### config.mk
export PLATFORM = sky130hd
export DESIGN_NAME = id_ex_pipe_stage
export DESIGN_NICKNAME = d
export VERILOG_FILES = /design/src/rtl/cpu_pkg.sv /design/src/rtl/pipe_payload_reg.sv /design/src/rtl/id_ex_pipe_stage.sv
export SDC_FILE = /design/constraint.sdc
export NUM_CORES = 1
export LEC_CHECK = 0
export CAP_MARGIN = 40
export CORE_ASPECT_RATIO = 0.9
export CORE_MARGIN = 2
export CORE_UTILIZATION = 36
export CTS_CLUSTER_DIAMETER = 30
export DETAILED_ROUTE_END_ITERATION = 7
export GPL_ROUTABILITY_DRIVEN = 0
export PLACE_DENSITY = 0.75
export SETUP_SLACK_MARGIN = 0.3
export SYNTH_ARGS = -nofsm -noshare
export SYNTH_HDL_FRONTEND = slang
export SYNTH_HIERARCHICAL = 1
export SYNTH_SLANG_ARGS = --single-unit
### constraint.sdc
create_clock -name Clk -period 1.6 [get_ports Clk]
set_input_delay 0.24 -clock Clk [delete_from_list [all_inputs] [get_ports Clk]]
set_output_delay 0.24 -clock Clk [all_outputs]
set_load 0.005 [all_outputs]
### src/rtl/cpu_pkg.sv
// Shared ID/EX definitions: default field widths, control-bit positions and the payload layout.
// The layout keeps ctrl in the least-significant bits so a bubble clears only that slice.
package cpu_pkg;

  localparam int DEF_DATA_W  = 8;
  localparam int DEF_RADDR_W = 3;
  localparam int DEF_CTRL_W  = 4;

  localparam int CTRL_REGWRITE = 3;
  localparam int CTRL_ALUCTRL  = 2;
  localparam int CTRL_ALUSRC   = 1;
  localparam int CTRL_JUMP     = 0;

  typedef struct packed {
    logic [DEF_DATA_W-1:0]  data1;
    logic [DEF_DATA_W-1:0]  data2;
    logic [DEF_DATA_W-1:0]  extended;
    logic [DEF_RADDR_W-1:0] rd;
    logic [DEF_RADDR_W-1:0] rs1;
    logic [DEF_CTRL_W-1:0]  ctrl;
  } id_ex_payload_t;

endpackage

### src/rtl/pipe_payload_reg.sv
// Payload register with load and clear enables. Clear zeroes only the low CLR_W
// bits (the control slice) and wins over load; data bits keep their value.
module pipe_payload_reg
  import cpu_pkg::*;
#(
  parameter int W     = $bits(id_ex_payload_t),
  parameter int CLR_W = DEF_CTRL_W
) (
  input  logic         clk,
  input  logic         rst,
  input  logic         load,
  input  logic         clear,
  input  logic [W-1:0] d,
  output logic [W-1:0] q
);

  always_ff @(posedge clk or posedge rst) begin
    if (rst) begin
      q <= '0;
    end else if (clear) begin
      q[CLR_W-1:0] <= '0;
    end else if (load) begin
      q <= d;
    end
  end

endmodule

### src/rtl/id_ex_pipe_stage.sv
// ID/EX pipeline register with valid/ready handshake, flush and bubble insertion.
// Define ID_EX_SKID_EN to add a one-entry skid buffer that registers in_ready.
module id_ex_pipe_stage
  import cpu_pkg::*;
#(
  parameter int DATA_W  = DEF_DATA_W,
  parameter int RADDR_W = DEF_RADDR_W,
  parameter int CTRL_W  = DEF_CTRL_W
) (
  input  logic               Clk,
  input  logic               Reset,
  input  logic               in_valid,
  output logic               in_ready,
  input  logic               flush,
  input  logic [DATA_W-1:0]  Data1,
  input  logic [DATA_W-1:0]  Data2,
  input  logic [DATA_W-1:0]  extended,
  input  logic [RADDR_W-1:0] Rd,
  input  logic [RADDR_W-1:0] Rs1,
  input  logic [CTRL_W-1:0]  ctrl,
  output logic               out_valid,
  input  logic               out_ready,
  output logic [DATA_W-1:0]  Data1_q,
  output logic [DATA_W-1:0]  Data2_q,
  output logic [DATA_W-1:0]  extended_q,
  output logic [RADDR_W-1:0] Rd_q,
  output logic [RADDR_W-1:0] Rs1_q,
  output logic [CTRL_W-1:0]  ctrl_q
);

  localparam int PAY_W = 3 * DATA_W + 2 * RADDR_W + CTRL_W;

  logic [PAY_W-1:0] pay_p0;
  logic [PAY_W-1:0] out_d;
  logic [PAY_W-1:0] out_pay_p1;
  logic             out_load;
  logic             out_clear;
  logic             vld_p1;
  logic             vld_next;
  logic             accept;
  logic             deliver;

  assign pay_p0  = {Data1, Data2, extended, Rd, Rs1, ctrl};
  assign accept  = in_valid && in_ready;
  assign deliver = vld_p1 && out_ready;

`ifdef ID_EX_SKID_EN
  logic [PAY_W-1:0] skid_pay_p1;
  logic             skid_load;
  logic             skid_clear;
  logic             skid_vld_p1;
  logic             skid_vld_next;

  // Registered ready: no combinational path from out_ready back to decode.
  assign in_ready = !skid_vld_p1;

  always_comb begin
    out_load      = 1'b0;
    out_clear     = 1'b0;
    out_d         = pay_p0;
    skid_load     = 1'b0;
    skid_clear    = 1'b0;
    vld_next      = vld_p1;
    skid_vld_next = skid_vld_p1;
    if (flush) begin
      out_clear     = 1'b1;
      skid_clear    = 1'b1;
      vld_next      = 1'b0;
      skid_vld_next = 1'b0;
    end else if (deliver) begin
      if (skid_vld_p1) begin
        out_load      = 1'b1;
        out_d         = skid_pay_p1;
        skid_clear    = 1'b1;
        skid_vld_next = 1'b0;
      end else if (accept) begin
        out_load = 1'b1;
      end else begin
        out_clear = 1'b1;
        vld_next  = 1'b0;
      end
    end else if (accept) begin
      if (!vld_p1) begin
        out_load = 1'b1;
        vld_next = 1'b1;
      end else begin
        skid_load     = 1'b1;
        skid_vld_next = 1'b1;
      end
    end
  end

  always_ff @(posedge Clk or posedge Reset) begin
    if (Reset) begin
      skid_vld_p1 <= 1'b0;
    end else begin
      skid_vld_p1 <= skid_vld_next;
    end
  end

  pipe_payload_reg #(
    .W     (PAY_W),
    .CLR_W (CTRL_W)
  ) u_skid_reg (
    .clk   (Clk),
    .rst   (Reset),
    .load  (skid_load),
    .clear (skid_clear),
    .d     (pay_p0),
    .q     (skid_pay_p1)
  );
`else
  assign in_ready = !vld_p1 || out_ready;

  always_comb begin
    out_d     = pay_p0;
    out_load  = 1'b0;
    out_clear = 1'b0;
    vld_next  = vld_p1;
    if (flush) begin
      out_clear = 1'b1;
      vld_next  = 1'b0;
    end else if (accept) begin
      out_load = 1'b1;
      vld_next = 1'b1;
    end else if (deliver) begin
      out_clear = 1'b1;
      vld_next  = 1'b0;
    end
  end
`endif

  // Stage boundary: ID payload -> EX slot
  always_ff @(posedge Clk or posedge Reset) begin
    if (Reset) begin
      vld_p1 <= 1'b0;
    end else begin
      vld_p1 <= vld_next;
    end
  end

  pipe_payload_reg #(
    .W     (PAY_W),
    .CLR_W (CTRL_W)
  ) u_out_reg (
    .clk   (Clk),
    .rst   (Reset),
    .load  (out_load),
    .clear (out_clear),
    .d     (out_d),
    .q     (out_pay_p1)
  );

  assign out_valid = vld_p1;
  assign {Data1_q, Data2_q, extended_q, Rd_q, Rs1_q, ctrl_q} = out_pay_p1;

endmodule
==> impl_metrics.ini <==
[sta]
timing.final.ws_setup_ps = -25.31
finalSetupViolations = 27
final.setup.tns_ps = -344.0
slew_violations = 0
hold_viol = 0
max_slew_margin_pct = 84.13
hold_ws_ps = 164.0
fin_crit_ps = 1625
rsz0062_at_grt = yes
fin_crit_sh_pct = 101.6
tightest_slew_ps = 238.1
fin_worst_skew_ps = 1.424
fmax_ghz = 0.6153

[clock_network]
clkLatencyLatePin_ps = 280
cts_max_level = 2
max-clock-path-buffers = 2
clkTransAtPathRegs_ps = 70
cts_tree = done
holdBufCountCts = 0
cts.sinks = 35
cts_made_buffers = 5
root_buffer = clkbuf_8

[pwr]
p_int_mw = 1.932
p_sw_mw = 0.6393
p_total_mw = 2.572
power.density_mw_per_mm2 = 1015
swShare_pct = 24.86
clkPwrFrac_pct = 24.1
leakage_nw = 1.216
seqPwrFrac_pct = 44.9
pwr-share-comb_pct = 31.1
ir_drop_v = 0.0005536

[setup_path]
r2r-end = u_out_reg/q[13]
crit_family = buffers and inverters
crit_buf_inv = 4
slowest_stage = clkdlybuf4s50_1
end_kind = register
r2r-start = out_valid
path_depth = 7
worstPathArrival_ps = 1800
cp.required_ps = 1770
reg2reg_depth = 6
cp-startpoint = in_valid
slowest_delay_ps = 450
start_kind = input pin
path_max_fanout = 7
critical_path_class = in2reg
endpoint = u_out_reg/q[13]
worst-r2r-setup-slack_ps = -10
path_cells = clkdlybuf4s50_1 > inv_1 > a31o_2 > nor2b_4 > buf_12 > clkbuf_16 > mux2_4

[finish]
syn2layout_area_growth_pct = 68.95
fin_area_mm2 = 0.002532
fin_util_pct = 62.59
n_antenna_cell = 0
fin_cells = 232
final_common_cell = clkdlybuf4s50_1
final_cell_mix = 37 x clkdlybuf4s50_1, 35 x dlygate4sd2_1, 35 x dfrtp_1
drive_above_1_share_pct = 35.33
finalNetCount = 222

[global_routing]
antenna_found_initial = 0
grt_use_total_pct = 16.61
grt_max_degree = 20
grt_pass1_vias = 1128
grt-ovfl-total = 0
grt_pass1_wl_mm = 5.740

[logic_synthesis]
syn-num-nets = 124
synthTopCellsByArea = dfrtp_1 58%, mux2_4 30%, buf_8 3.0%
synth_cells = 85
synth_area_mm2 = 0.001499
syn_avg_cell_area_um2 = 17.63
ys_seq_area_share_pct = 58.43
ys_warn_count = 6
synth_top_area_share_pct = 58.43
ys_ff_latch = 35
synth_cell_type_count = 12
synth_top_area_cell = dfrtp_1

[min_path]
hold_class = in2async

[floorplan]
fp.dieH_um = 65.22
die_x_um = 72.02
ios = 75
rows = 22
die-area_mm2 = 0.004696
start_util_pct = 37.04
core_area_mm2 = 0.004046

[status]
failed_checks = negative setup slack
status = complete, but fails checks

[job]
cap_viol_max_count = 0

[routing]
wirelength_mm = 3.722
firstDrtPassIters = 4
detail-route-antenna-nets = 0
drcViolationCount = 0
routedWlPerCell_um = 16.04
vias_per_cell = 4.526
drt_first_iter_violations = 22
vias = 1050

[placement]
place_area_mm2 = 0.002325
numPortBuffers = 74
pre_cts_ws_ps = -342.2
dp_cells = 210
place_hpwl_mm = 2.613
logic make-up after synthesis:
| logic type | share of synthesized area, % |
|---|---|
| mux | 32.72 |
| buf+inv | 4.257 |
| compound gates | 0.9180 |
| flops | 58.43 |
| simple gates | 3.672 |
worst min-delay path by stage:
stage	startpoint	end	slack, ps
5_1_grt	Reset	out_valid	170
3_3_place_gp	Reset	out_valid	450
4_1_cts	Reset	out_valid	150
2_1_floorplan	Reset	out_valid	-30
3_5_place_dp	Reset	out_valid	450
6_report	Reset	out_valid	160
area by class of cell:
class / count / area [um2]
fill: 330 / 1514
clock inverter: 3 / 20.02
clock buffer: 5 / 68.82
timing repair buffer: 95 / 930.9
tap: 48 / 60.06
sequential: 35 / 875.8
inverter: 3 / 11.26
multi-input combinational: 43 / 565.5
flip-flops by register name, indices dropped and copies added, names as in the netlist:
register	cells
out_valid	1
u_out_reg/q	34
synthesized netlist by cell type:
| library cell | number |
|---|---|
| dfrtp_1 | 35 |
| mux2_4 | 30 |
| mux2i_1 | 4 |
| nor2_1 | 4 |
| buf_8 | 3 |
| inv_1 | 3 |
| a21oi_1 | 1 |
| a31o_2 | 1 |
| buf_4 | 1 |
| nand2b_4 | 1 |
| nor2b_4 | 1 |
| nor3b_2 | 1 |
power groups by stage:
stage	combinational, mW	sequential [mW]	clock (mW)
detailed placement	0.835	1.18	0
global placement	0.816	1.17	0
finish	0.799	1.15	0.619
floorplan	0.309	1.18	0
global route	0.858	1.18	0.676
CTS	0.792	1.16	0.646
routing by layer:
metal,vias up,part of all wire [%],GRT usage [%],wire (um)
li1,485,-,-,-
met1,515,43,19.56,1588
met2,46,49,28.70,1842
met3,4,6.4,4.294,240
met4,0,1.4,7.075,51
met5,-,0,0,0
repair_timing:
| action | in CTS | in global routing |
|---|---|---|
| endpoints found under the hold margin | 0 | 0 |
| resized for setup | 39 | 6 |
| buffers inserted | 10 | 2 |
| gates cloned | 0 | 2 |
| setup endpoints to repair | 69 | 36 |
Power figures use the tool's default switching activity.
